`config.mk`:
```
export PLATFORM = sky130hd
export DESIGN_NAME = rom_loader
export DESIGN_NICKNAME = d
export VERILOG_FILES = /design/src/rtl/rom_loader.sv
export SDC_FILE = /design/constraint.sdc
export NUM_CORES = 1
export LEC_CHECK = 0
export BUFFER_PORTS_ARGS = -buffer_cell sky130_fd_sc_hd__buf_2
export CAP_MARGIN = 15
export CORE_ASPECT_RATIO = 1.4
export CORE_MARGIN = 8
export CORE_UTILIZATION = 46
export DETAILED_ROUTE_END_ITERATION = 10
export GPL_TIMING_DRIVEN = 0
export HOLD_SLACK_MARGIN = 0.15
export PLACE_DENSITY = 0.7
export SLEW_MARGIN = 40
export SYNTH_ARGS = -nofsm -noshare
export SYNTH_HDL_FRONTEND = slang
export SYNTH_SLANG_ARGS = --single-unit
```
`constraint.sdc`:
```
create_clock -name CLK -period 12.5 [get_ports CLK]
set_clock_uncertainty 0.05 [all_clocks]
set_input_delay 1.25 -clock CLK [delete_from_list [all_inputs] [get_ports CLK]]
set_output_delay 1.25 -clock CLK [all_outputs]
set_load 0.05 [all_outputs]
```
`src/rtl/rom_loader.sv`:
```
// rtl/rom_loader.sv - multi-region flash-to-SDRAM boot copier with per-region address remapping
// Pairs of flash bytes become big-endian SDRAM words; console reset is released once every region is written.
module rom_loader #(
    parameter int NUM_REGIONS = 4,
    parameter int FL_AW       = 22,
    parameter int SD_AW       = 22,
    parameter int LEN_W       = 21,
    parameter int WAIT_CYCLES = 3,
    parameter bit AUTO_START  = 1'b1
) (
    input  logic                         CLK,
    input  logic                         RST,
    input  logic                         START,
    input  logic [NUM_REGIONS*FL_AW-1:0] REG_SRC,
    input  logic [NUM_REGIONS*SD_AW-1:0] REG_DST,
    input  logic [NUM_REGIONS*LEN_W-1:0] REG_LEN,
    input  logic [NUM_REGIONS*2-1:0]     REG_MODE,
    input  logic [FL_AW-1:0]             RUN_ADDR,
    output logic [FL_AW-1:0]             FL_ADDR,
    input  logic [7:0]                   FL_DQ,
    output logic                         WR_REQ,
    input  logic                         WR_ACK,
    output logic [SD_AW-1:0]             SD_ADDR,
    output logic [15:0]                  SD_DATA,
    output logic                         BUSY,
    output logic                         DONE,
    output logic [2:0]                   REGION,
    output logic                         nRESET
);

    localparam int WAIT_W = (WAIT_CYCLES < 1) ? 1 : $clog2(WAIT_CYCLES + 1);

    typedef enum logic [2:0] {
        S_IDLE,
        S_SETUP,
        S_HI,
        S_LO,
        S_WR,
        S_NEXT,
        S_DONE
    } state_t;

    state_t             state_q;
    logic [2:0]         region_q;
    logic [FL_AW-1:0]   src_q;
    logic [SD_AW-1:0]   dst_q;
    logic [LEN_W-1:0]   len_q;
    logic [1:0]         mode_q;
    logic [FL_AW-1:0]   off_q;
    logic [LEN_W-1:0]   word_q;
    logic [WAIT_W-1:0]  wait_q;
    logic               wr_req_q;
    logic [SD_AW-1:0]   sd_addr_q;
    logic [15:0]        sd_data_q;
    logic               busy_q;
    logic               done_q;
    logic               nreset_q;

    logic [FL_AW-1:0]   src_sel;
    logic [SD_AW-1:0]   dst_sel;
    logic [LEN_W-1:0]   len_sel;
    logic [1:0]         mode_sel;
    logic [FL_AW-1:0]   map_off;
    logic [FL_AW-1:0]   len_fl;
    logic               sample_now;

    always_comb begin
        src_sel  = '0;
        dst_sel  = '0;
        len_sel  = '0;
        mode_sel = '0;
        for (int i = 0; i < NUM_REGIONS; i++) begin
            if (region_q == 3'(i)) begin
                src_sel  = REG_SRC[i*FL_AW +: FL_AW];
                dst_sel  = REG_DST[i*SD_AW +: SD_AW];
                len_sel  = REG_LEN[i*LEN_W +: LEN_W];
                mode_sel = REG_MODE[i*2 +: 2];
            end
        end
    end

    // C-ROM interleave: bit 1 of the offset selects the second half, bit 0 the byte within a pair
    assign len_fl = FL_AW'(len_q);

    always_comb begin
        map_off = off_q;
        case (mode_q)
            2'd1:    map_off = {off_q[FL_AW-1:4], off_q[0], off_q[3:1]};
            2'd2:    map_off = {1'b0, off_q[FL_AW-1:2], off_q[0]} + (off_q[1] ? len_fl : '0);
            default: map_off = off_q;
        endcase
    end

    assign FL_ADDR    = busy_q ? (src_q + map_off) : RUN_ADDR;
    assign sample_now = (wait_q == WAIT_W'(WAIT_CYCLES));

    always_ff @(posedge CLK or posedge RST) begin
        if (RST) begin
            state_q   <= S_IDLE;
            region_q  <= '0;
            src_q     <= '0;
            dst_q     <= '0;
            len_q     <= '0;
            mode_q    <= '0;
            off_q     <= '0;
            word_q    <= '0;
            wait_q    <= '0;
            wr_req_q  <= 1'b0;
            sd_addr_q <= '0;
            sd_data_q <= '0;
            busy_q    <= 1'b0;
            done_q    <= 1'b0;
            nreset_q  <= 1'b0;
        end else begin
            case (state_q)
                S_IDLE: begin
                    if (START || AUTO_START) begin
                        state_q  <= S_SETUP;
                        region_q <= '0;
                        busy_q   <= 1'b1;
                    end
                end
                S_SETUP: begin
                    src_q   <= src_sel;
                    dst_q   <= dst_sel;
                    len_q   <= len_sel;
                    mode_q  <= mode_sel;
                    off_q   <= '0;
                    word_q  <= '0;
                    wait_q  <= '0;
                    state_q <= (len_sel == '0) ? S_NEXT : S_HI;
                end
                S_HI: begin
                    if (sample_now) begin
                        sd_data_q[15:8] <= FL_DQ;
                        off_q           <= off_q + FL_AW'(1);
                        wait_q          <= '0;
                        state_q         <= S_LO;
                    end else begin
                        wait_q <= wait_q + WAIT_W'(1);
                    end
                end
                S_LO: begin
                    if (sample_now) begin
                        sd_data_q[7:0] <= FL_DQ;
                        off_q          <= off_q + FL_AW'(1);
                        wait_q         <= '0;
                        wr_req_q       <= 1'b1;
                        sd_addr_q      <= dst_q + SD_AW'(word_q);
                        state_q        <= S_WR;
                    end else begin
                        wait_q <= wait_q + WAIT_W'(1);
                    end
                end
                S_WR: begin
                    if (WR_ACK) begin
                        wr_req_q <= 1'b0;
                        if (word_q == len_q - LEN_W'(1)) begin
                            state_q <= S_NEXT;
                        end else begin
                            word_q  <= word_q + LEN_W'(1);
                            state_q <= S_HI;
                        end
                    end
                end
                S_NEXT: begin
                    if (region_q == 3'(NUM_REGIONS - 1)) begin
                        state_q  <= S_DONE;
                        busy_q   <= 1'b0;
                        done_q   <= 1'b1;
                        nreset_q <= 1'b1;
                    end else begin
                        region_q <= region_q + 3'd1;
                        state_q  <= S_SETUP;
                    end
                end
                S_DONE: begin
                    if (START) begin
                        state_q  <= S_SETUP;
                        region_q <= '0;
                        busy_q   <= 1'b1;
                        done_q   <= 1'b0;
                        nreset_q <= 1'b0;
                    end
                end
                default: state_q <= S_IDLE;
            endcase
        end
    end

    assign WR_REQ  = wr_req_q;
    assign SD_ADDR = sd_addr_q;
    assign SD_DATA = sd_data_q;
    assign BUSY    = busy_q;
    assign DONE    = done_q;
    assign REGION  = region_q;
    assign nRESET  = nreset_q;

endmodule

```
==> qor.csv, run 1 <==
metric,value,unit
Iteration-0 DRC Markers,1035,
worst path required time,11200,ps
Mean Syn Cell Area,8.07,sq um
Synth Instances,1559,
DPL Wire Length,40000,um
min cycle time layout,7650,ps
"delay-heaviest family, CP",compound AO/OA/AOI/OAI gates,
post-CTS sizing,0,
FP Rows,71,
# clock sinks,159,
"commonest cells after routing, fill and taps aside","buf_2 (369), nand2_1 (167), nor2_1 (164)",
final worst setup slack,4850,ps
Worst Setup Start Kind,flip-flop,
CP Class,reg2out,
Post-Syn Nets,1940,
Area growth syn-to-layout,23.5,%
final core occ,57.7,%
RSZ-0062 raised after global routing,false,
total power,3.56,mW
Ys Warns,0,
# Post-CTS Setup Buffers,0,
setup tns final,0,ps
H-tree depth,4,
Pre-antenna DRT Iters,5,
Worst-Margin Slew,990,ps
WL/cell,21.5,um
CTS max path bufs,2,
MaxCap Viol Count,0,
Hold Path Class,reg2reg,
die width,156,um
vias in the first global route,13636,
post-synthesis sequential area ratio,31.6,%
CP peak stage delay,400,ps
die area,0.0330,sq mm
grt total ovfl,0,
"CTS clk-pin slew, worst paths",70,ps
Port Buffers,368,
pre-CTS setup slack,5300,ps
fmax,0.131,GHz
period utilisation layout,61.2,%
Antenna diodes,0,
initial core utilization,46.7,%
Synth async-reset ratio,100,%
CTS Buf Count,17,
number of synthesized flops with an enable pin,0,
DP Cell Count,2294,
"Top FF cell, synth",dfrtp_1,
Pleak,7.35,nW
WHS,433,ps
PwrDens,229,mW/mm^2
final setup fails,0,
Worst Path Buf+Inv,4,
# DRC,0,
largest net degree at the start of global routing,77,
Finished Layout Cells,2326,
FILL cells,2548,
final hold viol count,0,
maximum net fanout on the critical path,7,
initial antenna violation count,0,
clock root buffer,clkbuf_16,
Final #Nets,2329,
# IOs,369,
placed cell area,0.0149,sq mm
die height,212,um
post-route cell area,0.0155,sq mm
vias per inst,5.88,
first-pass GRT wire length,76000,um
"commonest non-fill, non-tap cell in the layout",buf_2,
Synth cell types,69,
Total Routing Usage GR,29.6,%
endpoint type of the worst setup path,primary output,
share of layout cells above drive strength 1,23.9,%
status,"finished, final reports clean",
hold buffers post-CTS,0,
vias,13680,
routed wire length,49900,um
"Cell Area, Synth",0.0126,sq mm
global placement routability congestion,0.969,
Core Area,0.0269,sq mm
Pins Over Slew Limit,0,
synthesized flop and latch total,159,
WP data arrival,6350,ps
Rel. slew slack,34.0,%
"Max stage delay cell, worst path",fa_1,
CTS tree,yes,
clk_lat worst skew,440,ps
Antenna Violating Nets Remaining,0,
VDD IR max,0.213,mV
kinds of logic (layout without fill, tap and decap cells):
logic type,Yosys count,after routing,synth area share [%]
adders and majority gates,79,79,8.04
DFF,159,159,31.6
AOI/OAI and AO/OA,493,493,25.2
muxes,44,44,3.87
buffers and inverters,132,534,4.09
xor gates and xnor gates,94,94,6.55
and+or+nand+nor,558,558,20.7
synth_stat cells (all sizes together), types with 20 or more instances:
| library cell | n | area (sq um) |
|---|---|---|
| a21o | 20 | 150 |
| a21oi | 123 | 616 |
| a221oi | 70 | 613 |
| a22oi | 27 | 203 |
| and2 | 23 | 145 |
| clkbuf | 80 | 300 |
| dfrtp | 159 | 3980 |
| ha | 76 | 951 |
| inv | 40 | 150 |
| mux2 | 37 | 417 |
| nand2 | 167 | 627 |
| nand3 | 33 | 165 |
| nor2 | 164 | 616 |
| nor3 | 71 | 365 |
| o21ai | 150 | 751 |
| xnor2 | 50 | 438 |
| xor2 | 44 | 385 |
state kept, by name (all words and copies together) (netlist names), 3 cells and up:
| signal | count |
|---|---|
| REGION | 3 |
| SD_ADDR | 22 |
| SD_DATA | 16 |
| dst_q | 22 |
| len_q | 21 |
| off_q | 22 |
| src_q | 22 |
| state_q | 3 |
| word_q | 21 |
cell type report:
class	instances	area (sq um)	share of cell area, %
sequential	159	3980	25.6
buffer	92	368	2.37
clock buffer	17	425	2.74
tap	365	457	2.94
clock inverter	15	149	0.959
multi-input combinational	1268	8090	52.1
timing repair buffer	370	1900	12.2
inverter	40	158	1.02
per-layer routing:
layer	wire, um	vias up	GRT usage [%]
li1	-	6494	-
met4	1970	0	13.0
met1	18900	6538	33.8
met3	3330	101	5.35
met5	0	-	0
met2	25700	547	52.9
worst min-delay path, delay by kind of cell (launching register included):
kind	cells	cell delay, ps
flops	1	340
compound gates	1	60
simple gates	1	50
final timing paths:
check	startpoint	endpoint	slack, ps	depth (start not counted)
min in group asynchronous	RST	src_q[16]$_DFFE_PP0P_	660	2
max in group asynchronous	RST	SD_DATA[1]$_DFFE_PP0P_	10740	4
min reg2reg	SD_ADDR[3]$_DFFE_PP0P_	SD_ADDR[3]$_DFFE_PP0P_	430	2
max reg2reg	len_q[3]$_DFFE_PP0P_	word_q[17]$_DFFE_PP0P_	8250	9
min	SD_ADDR[3]$_DFFE_PP0P_	SD_ADDR[3]$_DFFE_PP0P_	430	2
max	len_q[0]$_DFFE_PP0P_	FL_ADDR[21]	4850	26
where the power goes:
group / internal [mW] / switching [mW]
combinational: 0.679 / 1.47
sequential: 0.701 / 0.184
clock: 0.281 / 0.242
(Power assumes the default switching activity.)
==> run 2: changes to the inputs <==
Settings changed: PLACE_DENSITY 0.7 to 0.73.
Clock period 12.5 ns to 6.7 ns, I/O delays scaled along.
==> run 2 against run 1 <==
Sequential share of layout area is 0.095 points lower. Flip-flop and latch count is the same. Sequential power grew 86%. Routed wire length rose by 1.5%. First-iteration DRC count rose by 19%. Global-route usage is 0.26 points higher. Cell area grew 0.40%. Clock power rose by 82%. Critical path type unchanged. Largest power group unchanged. Highest routed layer unchanged.
==> qor.csv, run 2 (synthesis results as in run 1) <==
metric,value,unit
status,"finished, final reports clean",
endpoint type of the worst setup path,primary output,
PwrDens,426,mW/mm^2
Antenna Violating Nets Remaining,0,
vias,13805,
"CTS clk-pin slew, worst paths",70,ps
WHS Path Cells,2,
clock root buffer,clkbuf_16,
Area growth syn-to-layout,23.9,%
WL/cell,21.7,um
Core Area,0.0269,sq mm
FF-to-FF path depth,9,
# DRC,0,
maximum net fanout on the critical path,10,
clk_lat worst skew,440,ps
CTS max path bufs,2,
fmax,0.157,GHz
final worst setup slack,318,ps
Rel. slew slack,42.2,%
Pre-antenna DRT Iters,5,
# clock sinks,159,
MaxCap Viol Count,0,
CTS Buf Count,17,
min cycle time layout,6380,ps
vias in the first global route,13502,
"commonest non-fill, non-tap cell in the layout",buf_2,
period utilisation layout,95.2,%
first-pass GRT wire length,76400,um
pre-CTS setup slack,116,ps
DPL Wire Length,40600,um
initial antenna violation count,0,
Worst-Margin Slew,867,ps
grt total ovfl,0,
setup tns final,0,ps
initial core utilization,46.7,%
share of layout cells above drive strength 1,24.5,%
routed wire length,50700,um
worst path required time,5980,ps
# IOs,369,
Total Routing Usage GR,29.8,%
final setup fails,0,
FP Rows,71,
H-tree depth,4,
die width,156,um
final core occ,57.9,%
Pins Over Slew Limit,0,
total power,6.64,mW
vias per inst,5.92,
Pleak,7.36,nW
CTS tree,yes,
WP data arrival,5660,ps
largest net degree at the start of global routing,81,
VDD IR max,0.316,mV
WHS,423,ps
CP Class,reg2out,
Iteration-0 DRC Markers,1232,
die area,0.0330,sq mm
FILL cells,2537,
Hold Path Class,in2reg,
Port Buffers,368,
"commonest cells after routing, fill and taps aside","buf_2 (369), nand2_1 (167), nor2_1 (164)",
Final #Nets,2332,
final hold viol count,0,
Worst Setup Start Kind,flip-flop,
global placement routability congestion,0.970,
die height,212,um
==> run 2: changes by cell type in the layout (fill, tap and decap cells not counted), moves of 2 or more <==
cell / change
inv_8: -2
o21ai_0: -2
clkbuf_1: -2
clkbuf_2: +2
buf_4: +4
inv_6: -2
clkinvlp_4: +4
clkinv_4: -3
==> run 2: worst max-delay path, stage by stage (launching register included) <==
cell	delay (ps)
dfrtp_1	430
buf_2	210
and2_1	150
ha_1	320
nor2b_1	150
o21a_1	190
o21ai_2	190
a221oi_2	100
o211ai_1	340
a21boi_2	120
o21a_1	190
or3_1	310
a32o_1	300
ha_2	320
and3_1	210
a221oi_1	270
o22ai_1	130
a311oi_2	300
o41ai_2	130
a21oi_1	180
xor2_1	200
xnor2_1	90
a21oi_1	160
buf_4	230
==> run 2: per-layer routing <==
layer,up-vias,wire [um],global-route usage [%]
met5,-,0,0
met4,0,2330,14.6
met2,571,25800,52.6
li1,6499,-,-
met3,118,3090,4.35
met1,6617,19500,34.8
==> run 2: path summary, 6_finish.rpt <==
check | start | to | slack [ps]
max | off_q[1]$_DFFE_PP0P_ | FL_ADDR[21] | 320
min | FL_DQ[3] | SD_DATA[11]$_DFFE_PP0P_ | 420
max reg2reg | len_q[3]$_DFFE_PP0P_ | word_q[17]$_DFFE_PP0P_ | 2460
min reg2reg | dst_q[0]$_DFFE_PP0P_ | dst_q[0]$_DFFE_PP0P_ | 440
max in group asynchronous | RST | state_q[0]$_DFFE_PP0P_ | 5000
min in group asynchronous | RST | src_q[15]$_DFFE_PP0P_ | 620
==> run 2: repair_timing <==
action,in CTS,in global routing
endpoints found under the hold margin,4,0
pin swaps,0,5
hold buffers,1,0
setup buffers,0,3
resized for setup,6,12
setup endpoints to repair,2,5
==> run 2: layout make-up <==
cell class	count	area [sq um]	area share (%)
diodes	1	2.50	0.0161
plain buffers	90	364	2.34
clock buffers	21	450	2.89
clock inverters	11	108	0.690
inverters	40	158	1.01
multi-input cells	1268	8130	52.1
flip-flops and latches	159	3980	25.5
well taps	365	457	2.93
repair buffers	375	1940	12.5
==> run 2: stage by stage <==
stage	instances	cell area (sq um)
global placement	2292	14900
CTS	2328	15500
floorplan	1559	12600
global route	2329	15600
finish	2330	15600
detailed placement	2295	15000
==> run 2: where the power goes <==
| part | switching, mW | leakage [nW] | internal [mW] |
|---|---|---|---|
| Sequential | 0.340 | 1.99 | 1.31 |
| Combinational | 2.77 | 5.12 | 1.28 |
| Clock | 0.425 | 0.257 | 0.524 |
==> run 3: changes to the inputs <==
Settings changed: PLACE_DENSITY 0.73 to 0.75.
==> run 3 against run 2 <==
Register-to-register slack improved by 50 ps. Flip-flop and latch count did not move. Die area did not move. Setup slack got worse by 76 ps. Routed wire length rose by 0.34%. Critical endpoint unchanged. Highest routed layer unchanged.
==> qor.csv, run 3 (synthesis results as in run 1) <==
metric,value,unit
"Max stage delay cell, worst path",dfrtp_1,
first-pass GRT wire length,77000,um
vias per inst,5.97,
share of layout cells above drive strength 1,24.7,%
Pre-antenna DRT Iters,7,
Iteration-0 DRC Markers,1204,
Antenna diodes,0,
endpoint type of the worst setup path,primary output,
H-tree depth,4,
global placement routability congestion,0.972,
die height,212,um
die width,156,um
CTS tree,yes,
FP Rows,71,
"commonest non-fill, non-tap cell in the layout",buf_2,
Finished Layout Cells,2325,
Hold Path Class,in2async,
status,"finished, final reports clean",
Final #Nets,2328,
FF-to-FF path depth,9,
Area growth syn-to-layout,23.9,%
WHS,182,ps
VDD IR max,0.322,mV
clock root buffer,clkbuf_16,
# IOs,369,
Core Area,0.0269,sq mm
placed cell area,0.0149,sq mm
"CTS clk-pin slew, worst paths",70,ps
worst path required time,5980,ps
Pins Over Slew Limit,0,
# clock sinks,159,
"commonest cells after routing, fill and taps aside","buf_2 (369), nand2_1 (167), nor2_1 (164)",
maximum net fanout on the critical path,10,
initial core utilization,46.7,%
final hold viol count,0,
Reg2Reg Setup Slack,2510,ps
vias,13875,
CTS max path bufs,2,
Rel. slew slack,42.8,%
CTS Buf Count,17,
fmax,0.155,GHz
routed wire length,50800,um
DPL Wire Length,40900,um
grt total ovfl,0,
CP Class,reg2out,
min cycle time layout,6460,ps
FILL cells,2533,
Worst Path Buf+Inv,2,
CP peak stage delay,430,ps
Critical R2R Launch,len_q[7]$_DFFE_PP0P_,
"delay-heaviest family, CP",compound AO/OA/AOI/OAI gates,
hold buffers post-CTS,0,
largest net degree at the start of global routing,63,
total power,6.66,mW
crit-path cells,"buf_2, and2_1, ha_1, nor2b_1, o21a_1, o21ai_2, a221oi_2, o211ai_1, a21boi_2, o21a_1, or3_1, a32o_1, ha_2, and3_1, a221oi_2, o22ai_1, a311oi_2, o41ai_1, a21oi_1, xor2_1, xnor2_2, a21oi_1, buf_4",
PwrDens,427,mW/mm^2
WP data arrival,5740,ps
post-route cell area,0.0156,sq mm
vias in the first global route,13754,
period utilisation layout,96.4,%
MaxCap Viol Count,0,
R2R Path End,word_q[17]$_DFFE_PP0P_,
Worst-Margin Slew,858,ps
die area,0.0330,sq mm
Worst Setup Start Kind,flip-flop,
# DRC,0,
clk_lat worst skew,440,ps
final setup fails,0,
Total Routing Usage GR,30.0,%
Port Buffers,368,
DP Cell Count,2294,
Antenna Violating Nets Remaining,0,
WL/cell,21.9,um
Pleak,7.36,nW
initial antenna violation count,0,
run 3: cell types whose count changed in the layout (fill, tap and decap cells not counted), moves of 2 or more:
cell | before | now
buf_4 | 5 | 3
clkinvlp_4 | 5 | 3
clkbuf_1 | 76 | 73
clkinv_4 | 1 | 3
inv_6 | 3 | 5
run 3: worst max-delay path by stage:
stage                                     from               endpoint  slack [ps]  cells after the start
final                     off_q[1]$_DFFE_PP0P_            FL_ADDR[21]         240                     23
after global routing      off_q[1]$_DFFE_PP0P_            FL_ADDR[21]         -80                     25
after CTS                 off_q[1]$_DFFE_PP0P_            FL_ADDR[21]          50                     25
after detailed placement  len_q[0]$_DFFE_PP0P_            FL_ADDR[21]         100                     26
after global placement                     RST  REGION[2]$_DFFE_PP0P_        -140                      2
after floorplan           len_q[0]$_DFFE_PP0P_            FL_ADDR[21]         700                     25
run 3: cell type report:
cell class                 instances  area, sq um  share of cell area, %
sequential                       159         3980                   25.5
clock inverter                    13          128                  0.819
multi-input combinational       1268         8140                   52.2
timing repair buffer             371         1910                   12.2
buffer                            90          364                   2.34
tap                              365          457                   2.93
clock buffer                      19          453                   2.91
inverter                          40          158                   1.01
run 3: power by group:
part | total [mW] | internal, mW | leakage, nW | switching [mW]
combinational | 4.04 | 1.28 | 5.10 | 2.76
sequential | 1.65 | 1.31 | 1.99 | 0.338
clock | 0.973 | 0.538 | 0.277 | 0.435
run 3: through the flow:
stage,setup WS [ps],utilization (%),setup TNS [ps]
6_report,243,57.9,0
2_1_floorplan,700,-,0
4_1_cts,45.1,57.7,0
3_3_place_gp,-145,55.3,-21550
3_5_place_dp,101,55.5,0
5_1_grt,-75.3,57.9,-95.9
run 3: what timing repair did:
action,in CTS,in global routing
hold endpoints to repair,0,0
buffers inserted,0,1
pin swaps,0,5
gates resized for setup,5,14
setup endpoints to repair,3,2
run 3: routing by layer:
metal | GRT usage, % | routed length (um) | up-vias
met1 | 34.3 | 19500 | 6705
met2 | 53.3 | 26100 | 543
met5 | 0 | 0 | -
met3 | 5.04 | 2910 | 135
li1 | - | - | 6492
met4 | 14.6 | 2270 | 0
